--- src/rtl/ff_pkg.sv ---
// Shared types and constants for the flip-flop RAM access controller.
// The RWS encodings must match the single-port RAM's read/write select.
package ff_pkg;

    typedef enum logic {
        GRANT_WR = 1'b0,
        GRANT_RD = 1'b1
    } grant_t;

    localparam logic RWS_WRITE = 1'b1;
    localparam logic RWS_READ  = 1'b0;

    // One extra bit so the occupancy can represent a completely full RAM.
    function automatic int count_width(input int addr_width);
        return addr_width + 1;
    endfunction

endpackage

--- src/rtl/ff_ptr_cnt.sv ---
// Wrapping RAM pointer with synchronous clear and increment enable.
// Used for both the write and the read side of the controller.
module ff_ptr_cnt
    import ff_pkg::*;
#(
    parameter int ADDR_WIDTH = 3
)(
    input  logic                  clk,
    input  logic                  rst,
    input  logic                  clr,
    input  logic                  inc,
    output logic [ADDR_WIDTH-1:0] ptr
);

    // Depth is a power of two, so plain overflow gives the DEPTH-1 -> 0 wrap.
    always_ff @(posedge clk) begin
        if (rst || clr) begin
            ptr <= '0;
        end else if (inc) begin
            ptr <= ptr + 1'b1;
        end
    end

endmodule

--- src/rtl/ff_ram_ctrl.sv ---
// Push/pop access scheduler for a single-port flip-flop RAM: one access per cycle,
// round-robin on conflict. Optional almost flags under FF_RAM_CTRL_ALMOST_EN.
module ff_ram_ctrl
    import ff_pkg::*;
#(
    parameter int ADDR_WIDTH = 3,
    parameter int DEPTH      = 1 << ADDR_WIDTH,
`ifdef FF_RAM_CTRL_ALMOST_EN
    parameter int AF_LEVEL   = DEPTH - 1,
    parameter int AE_LEVEL   = 1,
`endif
    parameter int DATA_WIDTH = 8
)(
    input  logic                             clk,
    input  logic                             rst,
    input  logic                             push_req,
    input  logic [DATA_WIDTH-1:0]            push_data,
    output logic                             push_ack,
    input  logic                             pop_req,
    output logic                             pop_ack,
    output logic [DATA_WIDTH-1:0]            pop_data,
    output logic                             pop_valid,
    input  logic                             flush,
    output logic                             full,
    output logic                             empty,
    output logic [count_width(ADDR_WIDTH)-1:0] count,
`ifdef FF_RAM_CTRL_ALMOST_EN
    output logic                             almost_full,
    output logic                             almost_empty,
`endif
    output logic                             ram_cs,
    output logic                             ram_rws,
    output logic [ADDR_WIDTH-1:0]            ram_wptr,
    output logic [ADDR_WIDTH-1:0]            ram_rptr,
    output logic [DATA_WIDTH-1:0]            ram_wdata,
    input  logic [DATA_WIDTH-1:0]            ram_rdata
);

    localparam int             CW      = count_width(ADDR_WIDTH);
    localparam logic [CW-1:0]  DEPTH_C = CW'(DEPTH);

    grant_t                  last_grant;
    grant_t                  last_grant_next;
    logic                    push_ok;
    logic                    pop_ok;
    logic                    grant_wr;
    logic                    grant_rd;
    logic [CW-1:0]           count_q;
    logic [CW-1:0]           count_next;
    logic [ADDR_WIDTH-1:0]   wptr;
    logic [ADDR_WIDTH-1:0]   rptr;

    // Reset and flush both block grants so nothing is recorded in those cycles.
    assign push_ok = push_req & ~full  & ~rst & ~flush;
    assign pop_ok  = pop_req  & ~empty & ~rst & ~flush;

    always_ff @(posedge clk) begin
        if (rst) begin
            last_grant <= GRANT_RD;
        end else begin
            last_grant <= last_grant_next;
        end
    end

    always_comb begin
        grant_wr        = 1'b0;
        grant_rd        = 1'b0;
        last_grant_next = last_grant;
        if (push_ok && pop_ok) begin
            if (last_grant == GRANT_RD) begin
                grant_wr = 1'b1;
            end else begin
                grant_rd = 1'b1;
            end
        end else begin
            grant_wr = push_ok;
            grant_rd = pop_ok;
        end
        if (grant_wr) begin
            last_grant_next = GRANT_WR;
        end else if (grant_rd) begin
            last_grant_next = GRANT_RD;
        end
    end

    always_comb begin
        push_ack  = grant_wr;
        pop_ack   = grant_rd;
        ram_cs    = grant_wr | grant_rd;
        ram_rws   = grant_wr ? RWS_WRITE : RWS_READ;
        ram_wptr  = wptr;
        ram_rptr  = rptr;
        ram_wdata = push_data;
    end

    ff_ptr_cnt #(.ADDR_WIDTH(ADDR_WIDTH)) u_wptr (
        .clk (clk),
        .rst (rst),
        .clr (flush),
        .inc (grant_wr),
        .ptr (wptr)
    );

    ff_ptr_cnt #(.ADDR_WIDTH(ADDR_WIDTH)) u_rptr (
        .clk (clk),
        .rst (rst),
        .clr (flush),
        .inc (grant_rd),
        .ptr (rptr)
    );

    // Grants are mutually exclusive, so count moves by at most one per cycle.
    always_comb begin
        count_next = count_q;
        if (flush) begin
            count_next = '0;
        end else if (grant_wr) begin
            count_next = count_q + 1'b1;
        end else if (grant_rd) begin
            count_next = count_q - 1'b1;
        end
    end

    always_ff @(posedge clk) begin
        if (rst) begin
            count_q <= '0;
        end else begin
            count_q <= count_next;
        end
    end

    assign count = count_q;
    assign full  = (count_q == DEPTH_C);
    assign empty = (count_q == '0);

    // pop_data is held through flush; only reset clears it.
    always_ff @(posedge clk) begin
        if (rst) begin
            pop_valid <= 1'b0;
            pop_data  <= '0;
        end else begin
            pop_valid <= grant_rd;
            if (grant_rd) begin
                pop_data <= ram_rdata;
            end
        end
    end

`ifdef FF_RAM_CTRL_ALMOST_EN
    localparam logic [CW-1:0] AF_C = CW'(AF_LEVEL);
    localparam logic [CW-1:0] AE_C = CW'(AE_LEVEL);

    always_ff @(posedge clk) begin
        if (rst) begin
            almost_full  <= 1'b0;
            almost_empty <= 1'b1;
        end else begin
            almost_full  <= (count_next >= AF_C);
            almost_empty <= (count_next <= AE_C);
        end
    end
`endif

endmodule

--- config.mk ---
export PLATFORM = sky130hd
export DESIGN_NAME = ff_ram_ctrl
export DESIGN_NICKNAME = d
export VERILOG_FILES = /design/src/rtl/ff_pkg.sv /design/src/rtl/ff_ptr_cnt.sv /design/src/rtl/ff_ram_ctrl.sv
export SDC_FILE = /design/constraint.sdc
export NUM_CORES = 1
export LEC_CHECK = 0
export CORE_ASPECT_RATIO = 1.4
export CORE_MARGIN = 4
export CORE_UTILIZATION = 39
export CTS_CLUSTER_SIZE = 28
export DETAILED_ROUTE_END_ITERATION = 16
export GPL_TIMING_DRIVEN = 1
export HOLD_SLACK_MARGIN = 0.05
export PLACE_DENSITY_LB_ADDON = 0.3
export SLEW_MARGIN = 20
export SYNTH_ARGS = -nofsm -noshare
export SYNTH_HDL_FRONTEND = slang
export SYNTH_SLANG_ARGS = --single-unit
--- constraint.sdc ---
create_clock -name clk -period 3.2 [get_ports clk]
set_input_delay 0.64 -clock clk [delete_from_list [all_inputs] [get_ports clk]]
set_output_delay 0.64 -clock clk [all_outputs]
set_load 0.1 [all_outputs]
==> metrics.txt <==
Starting Density 0.406; top_reg_cell synth dfxtp_1; number of DRC markers in iteration 0 31; area of the die 3630 um^2; startpoint of the worst hold path pop_data[1]$_SDFFE_PP0P_; TritonCTS clock tree yes; Routed WL 2400 um; setup tns final 0 ns; Yosys reg bits 20; Final Skew 0.00901 ns; critical setup path kind reg -> out; share of cells above drive strength 1 0.320; Worst setup EP type output port; worst hold path depth 2; crit path time final 2.74 ns; postcts setup bufs 0; Worst-Skew Late Latency 0.31 ns; Die W 52.1 um; clock buffer depth 2; footprint of the multi-input gates 566 um^2; Max-Cap Viols 0; final net count 177; Post-Syn Area 1060 um^2; CTS Hold Bufs 0; antenna cells 0; r2r setup slk 0.62 ns; cells resized by post-CTS repair 0; Register Area 408 um^2; Synthesis Warnings 0; PortBufs 37; Remaining Overflow, GRT 0; Die Height 69.7 um; commonest non-fill, non-tap cell in the layout buf_4; vias 942; Final setup viols 0; HPWL after detailed placement 1850 um; CTS root buf clkbuf_4; Sink Count 20; fraction of registers with async set/reset 0; worst-path cell chain or4b_1 -> o211ai_1 -> or2_4 -> clkinvlp_4 -> buf_12; fill cell count 230; initial antenna violation count 0; RR Endpoint count[3]$_SDFFE_PP0P_; FF-to-FF path depth 8; Total GRT Usage 0.146; status complete, no violations; row cnt 22; worst reg2reg startpoint count[0]$_SDFFE_PP0P_; Vias/cell 5.06; largest net degree at the start of global routing 16; slowest CP cell or4b_1; Yosys cell types 33; CP peak stage delay 0.70 ns; actual slew at the worst max-slew pin 0.464 ns; syn_nets 144; vias in the first global route 960; layout overhead on the synthesized area 40.3%; CP Max Fanout 8; Hold Vio Cnt, Final 0; Worst-path clk slew 0.11 ns; Final Wtd Congestion 0.835; sequential element share of the synthesized area 0.377; WP data required 2.56 ns; Max Freq 365 MHz; worst relative slew slack 0.690; 1st-pass router iterations 4; pwr dens 503 nW/um^2; utilization after layout 0.569; per-cell routed wire length 12.9 um; cell accounting for the most synthesized area dfxtp_1; share of the synthesized area in the top cell type 0.377; RSZ-0062 raised after global routing false; critical path arrival 2.10 ns; H-Tree Depth 1; max-slew violations 0; Mean Syn Cell Area 8.99 um^2; crit start category flip-flop; Peak supply drop 321 uV; Hold Path End pop_data[1]$_SDFFE_PP0P_; Hold Path Class reg -> reg; CP Launch Point count[0]$_SDFFE_PP0P_; LEAKAGE 0.610 nW; Core Footprint 2620 um^2; I/O Pins 54; Tcrit/Tclk final 0.857; Antenna Violating Nets Remaining 0; DR DRC count 0; commonest cells after routing, fill and taps aside buf_4 (27), dfxtp_1 (16), nand2_1 (13), clkdlybuf4s50_1 (12); cells after synthesis 118; global-route wire length before repair 4220 um; cts bufs inserted 3; Post-synth EDFFs 0; top cells by area, synth dfxtp_1 (38%), buf_4 (6.4%), a21oi_1 (5.2%), ha_1 (4.7%), nand2_1 (4.6%)
-- critical path: cells and delay by family, from the launching register on --
family / cells / cell delay, ns
AO/OA/AOI/OAI: 1 / 0.19
AND/OR/NAND/NOR: 2 / 0.90
buffers and inverters: 2 / 0.31
flip-flops: 1 / 0.40
-- how the worst max path moves through the flow --
stage,to,cells after the start,slack (ns)
2_1_floorplan,ram_rws,7,0.007
3_3_place_gp,count[3]$_SDFFE_PP0P_,9,0.43
3_5_place_dp,count[3]$_SDFFE_PP0P_,9,0.31
4_1_cts,ram_rws,5,0.44
5_1_grt,ram_rws,5,0.36
6_report,ram_rws,5,0.46
-- metal layers --
metal	vias to the layer above	track usage	wire length, um
met5	-	0	0
met4	0	0.0641	65
met3	10	0.0237	101
met2	23	0.259	1300
met1	439	0.163	933
li1	470	-	-
-- logic make-up after synthesis --
kind of cell / share of synthesized area
xor gates and xnor gates: 0.0413
adders and majority gates: 0.0660
buffers and inverters: 0.105
muxes: 0.0389
and+or+nand+nor: 0.170
DFF: 0.377
AOI/OAI and AO/OA: 0.202
-- where the power goes --
part / total [mW] / internal (mW) / switching (mW)
Sequential: 0.279 / 0.261 / 0.0179
Clock: 0.208 / 0.127 / 0.0810
Combinational: 0.262 / 0.0818 / 0.180
Total: 0.748 / 0.469 / 0.279
-- state kept, by name, indices dropped and copies added, names as in the netlist --
name,cells
u_rptr.ptr,3
count,4
pop_valid,1
pop_data,8
u_wptr.ptr,3
last_grant,1
-- synthesized netlist by cell type (3+ instances only) --
cell / number
a21oi_1: 11
buf_4: 9
clkbuf_1: 3
dfxtp_1: 20
ha_1: 4
inv_1: 3
mux2i_1: 3
nand2_1: 13
nor2_1: 12
o211ai_1: 3
o21ai_0: 8
xor2_1: 3
-- cell type report --
cell class / instances / area share
Multi-Input combinational cell: 80 / 0.380
Clock inverter: 1 / 0.0202
Tap cell: 36 / 0.0303
Sequential cell: 20 / 0.274
Timing Repair Buffer: 43 / 0.271
Clock buffer: 3 / 0.0151
Inverter: 3 / 0.0101
-- metrics by stage --
| stage | hold slack [ns] | instances | worst slack, ns | power (mW) | cell area [um^2] |
|---|---|---|---|---|---|
| 2_1_floorplan | 0.598 | 118 | 0.00750 | 0.526 | 1100 |
| 3_3_place_gp | 0.463 | 182 | 0.431 | 0.544 | 1440 |
| 3_5_place_dp | 0.469 | 182 | 0.314 | 0.548 | 1440 |
| 4_1_cts | 0.488 | 186 | 0.437 | 0.754 | 1490 |
| 5_1_grt | 0.502 | 186 | 0.362 | 0.781 | 1490 |
| 6_report | 0.485 | 186 | 0.458 | 0.748 | 1490 |
No activity file was read; power rests on OpenSTA's default activity.
